$ cat config.mk
export PLATFORM = sky130hd
export DESIGN_NAME = fft_stage_sequencer
export DESIGN_NICKNAME = d
export VERILOG_FILES = /design/src/rtl/fft_pkg.sv /design/src/rtl/fft_bf_addr_gen.sv /design/src/rtl/fft_stage_sequencer.sv
export SDC_FILE = /design/constraint.sdc
export NUM_CORES = 1
export LEC_CHECK = 0
export CORE_AREA = 2 2 39 41
export CTS_BUF_LIST = sky130_fd_sc_hd__clkbuf_8
export CTS_CLUSTER_SIZE = 16
export DETAILED_ROUTE_END_ITERATION = 8
export DIE_AREA = 0 0 41 43
export HOLD_SLACK_MARGIN = 0.08
export PLACE_DENSITY = 0.82
export SLEW_MARGIN = 40
export SYNTH_ARGS = -nofsm -noshare
export SYNTH_HDL_FRONTEND = slang
export SYNTH_SLANG_ARGS = --single-unit
$ cat constraint.sdc
create_clock -name clk -period 4.8 [get_ports clk]
set_clock_uncertainty 0.2 [all_clocks]
set_input_delay 0.72 -clock clk [delete_from_list [all_inputs] [get_ports clk]]
set_output_delay 0.72 -clock clk [all_outputs]
set_load 0.02 [all_outputs]
$ cat src/rtl/fft_pkg.sv
// Shared state type and index-shift helpers for the radix-2 FFT stage sequencer
// and its butterfly address generator.
package fft_pkg;

   typedef enum logic [1:0] {
      IDLE  = 2'd0,
      ISSUE = 2'd1,
      DRAIN = 2'd2
   } fft_seq_state_t;

   // Distance between the two operands of a butterfly in stage stg.
   function automatic int unsigned fft_span(input int unsigned stg);
      return 32'd1 << stg;
   endfunction

   // Left shift that turns the in-group offset j into the twiddle exponent.
   function automatic int unsigned fft_tw_shift(input int unsigned log2n,
                                                input int unsigned stg);
      return log2n - 32'd1 - stg;
   endfunction

endpackage

$ cat src/rtl/fft_bf_addr_gen.sv
// Combinational butterfly address generator: maps (stage, butterfly count) to the
// operand pair, twiddle exponent and end-of-stage flag.
module fft_bf_addr_gen
   import fft_pkg::*;
#(
   parameter  int SAMPLES = 8,
   localparam int LOG2N   = $clog2(SAMPLES),
   localparam int IDX_W   = LOG2N,
   localparam int STG_W   = $clog2(LOG2N),
   localparam int TW_W    = LOG2N - 1,
   localparam int CNT_W   = LOG2N - 1
) (
   input  logic [STG_W-1:0] stg,
   input  logic [CNT_W-1:0] cnt,
   output logic [IDX_W-1:0] a,
   output logic [IDX_W-1:0] b,
   output logic [TW_W-1:0]  tw,
   output logic             last
);

   logic [IDX_W-1:0] w_span;
   logic [IDX_W-1:0] w_cnt;
   logic [IDX_W-1:0] w_j;
   logic [IDX_W-1:0] w_grp;
   logic [IDX_W-1:0] w_a;

   // Group index is the outer loop and j the inner loop within each stage.
   always_comb begin
      w_span = IDX_W'(fft_span(32'(stg)));
      w_cnt  = IDX_W'(cnt);
      w_j    = w_cnt & (w_span - IDX_W'(1));
      w_grp  = w_cnt >> stg;
      w_a    = ((w_grp << stg) << 1) | w_j;
   end

   assign a    = w_a;
   assign b    = w_a + w_span;
   assign tw   = TW_W'(w_j << fft_tw_shift(LOG2N, 32'(stg)));
   assign last = (cnt == CNT_W'(SAMPLES / 2 - 1));

endmodule

$ cat src/rtl/fft_stage_sequencer.sv
// Control sequencer for an in-place radix-2 FFT: issues one butterfly descriptor per
// handshake, stage by stage, and waits for the datapath to drain between stages.
module fft_stage_sequencer
   import fft_pkg::*;
#(
   parameter  int SAMPLES = 8,
   localparam int LOG2N   = $clog2(SAMPLES),
   localparam int IDX_W   = LOG2N,
   localparam int STG_W   = $clog2(LOG2N),
   localparam int TW_W    = LOG2N - 1,
   localparam int CNT_W   = LOG2N - 1
) (
   input  logic             clk,
   input  logic             rst_n,
   input  logic             start,
   input  logic             abort,
   input  logic             pipe_idle,
   output logic             bf_valid,
   input  logic             bf_ready,
   output logic [STG_W-1:0] bf_stage,
   output logic [IDX_W-1:0] bf_idx_a,
   output logic [IDX_W-1:0] bf_idx_b,
   output logic [TW_W-1:0]  bf_tw,
   output logic             bf_last,
   output logic             busy,
   output logic             done
);

   fft_seq_state_t   r_state;
   fft_seq_state_t   w_state_next;
   logic [STG_W-1:0] r_stg;
   logic [STG_W-1:0] w_stg_next;
   logic [CNT_W-1:0] r_cnt;
   logic [CNT_W-1:0] w_cnt_next;
   logic             r_done;
   logic             w_done_next;

   logic             w_last;
   logic             w_xfer;
   logic             w_final_stage;

   fft_bf_addr_gen #(
      .SAMPLES (SAMPLES)
   ) u_addr_gen (
      .stg  (r_stg),
      .cnt  (r_cnt),
      .a    (bf_idx_a),
      .b    (bf_idx_b),
      .tw   (bf_tw),
      .last (w_last)
   );

   always_ff @(posedge clk or negedge rst_n) begin
      if (!rst_n) begin
         r_state <= IDLE;
         r_stg   <= '0;
         r_cnt   <= '0;
         r_done  <= 1'b0;
      end else begin
         r_state <= w_state_next;
         r_stg   <= w_stg_next;
         r_cnt   <= w_cnt_next;
         r_done  <= w_done_next;
      end
   end

   assign w_xfer        = (r_state == ISSUE) && bf_ready;
   assign w_final_stage = (r_stg == STG_W'(LOG2N - 1));

   // Abort overrides every transition, including a start seen in the same cycle.
   always_comb begin
      w_state_next = r_state;
      w_stg_next   = r_stg;
      w_cnt_next   = r_cnt;
      w_done_next  = 1'b0;
      if (abort) begin
         w_state_next = IDLE;
         w_stg_next   = '0;
         w_cnt_next   = '0;
      end else begin
         case (r_state)
            IDLE: begin
               w_stg_next = '0;
               w_cnt_next = '0;
               if (start) begin
                  w_state_next = ISSUE;
               end
            end
            ISSUE: begin
               if (w_xfer) begin
                  if (w_last) begin
                     w_state_next = DRAIN;
                     w_cnt_next   = '0;
                  end else begin
                     w_cnt_next = r_cnt + CNT_W'(1);
                  end
               end
            end
            DRAIN: begin
               if (pipe_idle) begin
                  if (w_final_stage) begin
                     w_state_next = IDLE;
                     w_stg_next   = '0;
                     w_done_next  = 1'b1;
                  end else begin
                     w_stg_next   = r_stg + STG_W'(1);
                     w_state_next = ISSUE;
                  end
               end
            end
            default: begin
               w_state_next = IDLE;
               w_stg_next   = '0;
               w_cnt_next   = '0;
            end
         endcase
      end
   end

   assign bf_valid = (r_state == ISSUE);
   assign busy     = (r_state != IDLE);
   assign done     = r_done;
   assign bf_stage = r_stg;
   assign bf_last  = w_last;

endmodule

==> metrics.yaml, run 1 <==
path_cells: "inv_1, ha_1, xnor2_1, nand3_1, a21oi_1, clkdlybuf4s50_1"
postCtsSetupBuffers: 0
relSlewSlack_pct: 70.01
cp_max_fo: 8
cts_sinks: 7
drt_iter0_markers: 13
wire_per_inst_um: 12.80
std_cell_rows: 14
globalplace.congestion: 0.7367
drc: 0
startpoint: "bf_stage[0]$_DFFE_PN0P_"
criticalPathCategory: "flop to output port"
endpoint_kind: "output port"
p_per_area_mw_per_mm2: 211.2
grt_usage_pct: 18.84
dp_hpwl_um: 916.2
finalCriticalPeriod_ns: 3.072
finalSetupViolCount: 0
routed_wl_um: 1229
syn_inst: 59
stdcell_count: 96
ys_warn_count: 0
stdcell_area_um2: 780.7
start_util_pct: 39.06
min-delay-start: "r_state[1]$_DFFE_PN0P_"
gr-total-overflow: 0
numPortBuffers: 19
place_inst: 92
drive_gt1_share_pct: 6.250
path_clk_slew_ns: 0.04
hold_viol: 0
finalCritPeriodShare_pct: 63.99
cts_made_buffers: 3
ir_drop_uv: 179.0
crit_path_start_kind: "flop"
ant_nets: 0
rsz0062_at_grt: "false"
dieArea_mm2: 0.001763
path_buf_inv: 2
placed_cell_area_um2: 735.7
ios: 20
maxCapViolCount: 0
post-route-util_pct: 56.42
clock_latency_ns: 0.23
p_leak_uw: 0.0003341
rr_startpoint: "r_cnt[1]$_DFFE_PN0P_"
critPathTopFamily: "buffers and inverters"
ctsHoldBuffers: 0
grt_max_degree: 10
max_stage_delay_ns: 0.61
die_x_um: 41
outcome: "complete, no violations"
via_count: 512
synthDistinctLibCells: 25
grt_pass1_wl_um: 2111
grt_pass1_vias: 482
drtPass1Iterations: 4
final_cell_mix: "19 x clkdlybuf4s50_1, 7 x a21oi_1, 7 x dfrtp_1, 6 x ha_1, 5 x nor2b_1"
avgSynthCellArea_um2: 9.161
synth-seq-cells: 7
cts.repair.resized: 0
tightest_slew_ns: 0.4489
coreArea_mm2: 0.001384
antenna_found_initial: 0
critPathRequiredTime_ns: 3.88
final_common_cell: "clkdlybuf4s50_1"
nNetsFinal: 93
fmax_mhz: 325.6
worstHoldPathType: "flop to flop"
vias_per_cell: 5.333
root_buffer: "clkbuf_8"
cts_max_level: 1
setup_tns_ns: 0
antenna-diode-count: 0
slowest_stage: "clkdlybuf4s50_1"
drv_slew: 0
tritoncts: "yes"
whs_ns: 0.4352
syn-num-nets: 71
die_y_um: 43
cts_buffer_depth: 2
synth_area_um2: 540.5
syn_to_final_growth_pct: 44.44
seq_area_frac_synth_pct: 32.41
crit_arrival_ns: 2.15
power breakdown:
part / switching [uW] / total (uW) / internal (uW)
Combinational: 9.49 / 19.9 / 10.5
Clock: 27.7 / 83.1 / 55.4
Sequential: 1.62 / 61.9 / 60.3
Total: 38.8 / 165 / 126
stage by stage:
step / setup slack, ns / total power (uW)
6_report: 1.728 / 164.9
5_1_grt: 1.551 / 172.6
4_1_cts: 1.704 / 167.7
2_1_floorplan: 1.952 / 71.42
3_5_place_dp: 1.960 / 82.60
3_3_place_gp: 1.999 / 82.15
path summary, 6_finish.rpt:
path | to | slack (ns) | depth (start not counted)
max | bf_tw[1] | 1.73 | 6
min | r_state[0]$_DFFE_PN0P_ | 0.44 | 1
max reg2reg | r_state[0]$_DFFE_PN0P_ | 3.35 | 4
min reg2reg | r_state[0]$_DFFE_PN0P_ | 0.44 | 1
max in group asynchronous | bf_stage[0]$_DFFE_PN0P_ | 3.60 | 1
min in group asynchronous | r_cnt[0]$_DFFE_PN0P_ | 0.55 | 1
kinds of logic (layout without fill, tap and decap cells):
| family | after synthesis | in the layout | synth area share (%) |
|---|---|---|---|
| and+or+nand+nor | 23 | 23 | 26.62 |
| AOI/OAI and AO/OA | 16 | 16 | 17.36 |
| DFF | 7 | 7 | 32.41 |
| adders and majority gates | 6 | 6 | 13.89 |
| buffers and inverters | 4 | 25 | 4.166 |
| muxes | 2 | 2 | 3.935 |
| xor gates and xnor gates | 1 | 1 | 1.621 |
routing by layer:
layer,wire length (um),global-route usage [%],up-vias,share of wire (%)
met5,0,0,-,0
met2,553,25.94,19,45
li1,-,-,253,-
met4,48,16.00,0,3.9
met3,74,6.806,5,6.0
met1,552,21.85,235,45
synth_stat cells:
library cell  count  area (um2)
inv_1             2       7.510
buf_4             2       15.01
mux2_1            1       11.26
and2b_1           1       7.510
nor3b_1           4       30.03
dfrtp_1           7       175.2
nor2b_1           5       31.28
nand3_1           4       20.02
or2_2             2       12.51
o21ai_1           2       10.01
nand2_1           1       3.750
nor2_1            2       7.510
nand4b_1          1       8.760
xnor2_1           1       8.760
a31oi_1           1       6.260
nand2b_1          1       6.260
a21oi_1           7       35.03
a22oi_1           1       7.510
o21ai_0           1       5.000
ha_1              6       75.07
mux2i_1           1       10.01
nand4bb_1         1       11.26
a211oi_1          1       7.510
nor3_1            1       5.000
a21o_1            3       22.52
layout make-up:
class	count	area, um2
clock inverters	1	3.754
well taps	16	20.02
inverters	2	7.507
flip-flops and latches	7	175.2
repair buffers	19	190.2
fillers	127	603.1
clock buffers	3	41.29
multi-input cells	48	342.8
state kept, by name, summed over array words and instances (netlist names):
register and flops:
bf_stage 2, r_state 2, done 1, r_cnt 2
Note: power is estimated with default switching activity, not from simulation.
==> inputs of run 2 (changes only) <==
==> constraint.sdc (replaced) <==
create_clock -name clk -period 3.2 [get_ports clk]
set_clock_uncertainty 0.2 [all_clocks]
set_input_delay 0.48 -clock clk [delete_from_list [all_inputs] [get_ports clk]]
set_output_delay 0.48 -clock clk [all_outputs]
set_load 0.02 [all_outputs]
==> metrics.yaml, run 2 (synthesized netlist as in run 1, its figures left out) <==
cp_max_fo: 8
grt_pass1_wl_um: 2125
fillers: 124
globalplace.congestion: 0.7361
maxCapViolCount: 0
routed_wl_um: 1286
drt_iter0_markers: 14
critPathRequiredTime_ns: 2.52
postCtsSetupBuffers: 0
antenna_found_initial: 0
ir_drop_uv: 291.4
stdcell_area_um2: 780.7
via_count: 524
dieArea_mm2: 0.001763
ctsHoldBuffers: 0
clock_latency_ns: 0.23
rr_startpoint: "r_state[1]$_DFFE_PN0P_"
slowest_stage: "clkdlybuf4s50_1"
grt_pass1_vias: 511
wire_per_inst_um: 13.40
cts.repair.resized: 0
p_leak_uw: 0.0003341
max_stage_delay_ns: 0.61
finalCriticalPeriod_ns: 2.905
die_x_um: 41
path_buf_inv: 2
finalCritPeriodShare_pct: 90.78
ant_nets: 0
ios: 20
antenna-diode-count: 0
endpoint_kind: "output port"
setup_tns_ns: 0
post-route-util_pct: 56.42
grt_usage_pct: 17.51
root_buffer: "clkbuf_8"
tightest_slew_ns: 0.4681
cts_sinks: 7
cts_made_buffers: 3
path_cells: "inv_1, ha_1, xnor2_1, nand3_1, a21oi_1, clkdlybuf4s50_1"
placed_cell_area_um2: 735.7
dp_hpwl_um: 906.7
hold_viol: 0
syn_to_final_growth_pct: 44.44
p_per_area_mw_per_mm2: 320.7
critPathTopFamily: "buffers and inverters"
tritoncts: "yes"
die_y_um: 43
drv_slew: 0
final_cell_mix: "19 x clkdlybuf4s50_1, 7 x a21oi_1, 7 x dfrtp_1, 6 x ha_1, 5 x nor2b_1"
cts_max_level: 1
final_common_cell: "clkdlybuf4s50_1"
rsz0062_at_grt: "false"
gr-total-overflow: 0
drtPass1Iterations: 4
start_util_pct: 39.06
drive_gt1_share_pct: 6.250
criticalPathCategory: "flop to output port"
outcome: "complete, no violations"
crit_arrival_ns: 2.22
finalSetupViolCount: 0
r2r_slack_ns: 1.71
rr_worst_depth: 3
path_clk_slew_ns: 0.05
grt_max_degree: 10
fmax_mhz: 344.2
crit_path_start_kind: "flop"
place_ws_ns: 0.5583
numPortBuffers: 19
nNetsFinal: 93
r2r_end: "r_cnt[0]$_DFFE_PN0P_"
drc: 0
vias_per_cell: 5.458
worstHoldPathType: "input pin to asynchronous set/reset pin"
fin_ws_ns: 0.2951
relSlewSlack_pct: 68.73
std_cell_rows: 14
cts_buffer_depth: 2
coreArea_mm2: 0.001384
## run 2: cell counts in the layout (fill, tap and decap cells not counted)
No cell type changed its count.
## run 2: final cells by class
cell class	instances	area, um2	area share (%)
Tap cell	16	20.02	2.564
Clock buffer	3	41.29	5.288
Clock inverter	1	3.754	0.4808
Inverter	2	7.507	0.9615
Timing Repair Buffer	19	190.2	24.36
Sequential cell	7	175.2	22.44
Multi-Input combinational cell	48	342.8	43.91
## run 2: how the worst max path moves through the flow
stage                       startpoint  endpoint  slack [ns]  cells after the start
6_report       bf_stage[0]$_DFFE_PN0P_  bf_tw[1]        0.30                      6
5_1_grt        bf_stage[0]$_DFFE_PN0P_  bf_tw[1]        0.18                      6
4_1_cts        bf_stage[0]$_DFFE_PN0P_  bf_tw[1]        0.31                      6
3_5_place_dp   bf_stage[0]$_DFFE_PN0P_  bf_tw[0]        0.56                      5
3_3_place_gp   bf_stage[1]$_DFFE_PN0P_  bf_tw[1]        0.64                      6
2_1_floorplan  bf_stage[0]$_DFFE_PN0P_  bf_tw[0]        0.59                      4
## run 2: worst register-to-register path, cell delays in order (launching register included)
cell and delay [ns]:
dfrtp_1 0.46, nor2b_1 0.42, nand4bb_1 0.16, a21oi_1 0.17
## run 2: metrics by stage
| step | hold WS (ns) | total power (uW) | cells |
|---|---|---|---|
| floorplan | -0.01559 | 107.1 | 59 |
| global placement | 0.4054 | 123.2 | 92 |
| detailed placement | 0.4171 | 123.8 | 92 |
| CTS | 0.3283 | 251.5 | 96 |
| global route | 0.3334 | 258.5 | 96 |
| finish | 0.3153 | 250.4 | 96 |
## run 2: metal layers
metal  vias up  GRT usage, %  routed length (um)
li1        252             -                   -
met1       256         23.10                 609
met2        14         26.56                 622
met3         2         3.141                  40
met4         0         8.000                  14
met5         -             0                   0
## run 2: power breakdown
part | internal (uW) | switching, uW | total (uW)
sequential | 90.3 | 2.59 | 92.9
combinational | 15.7 | 14.4 | 30.1
clock | 83.5 | 44.0 | 127
total | 189 | 61.0 | 250
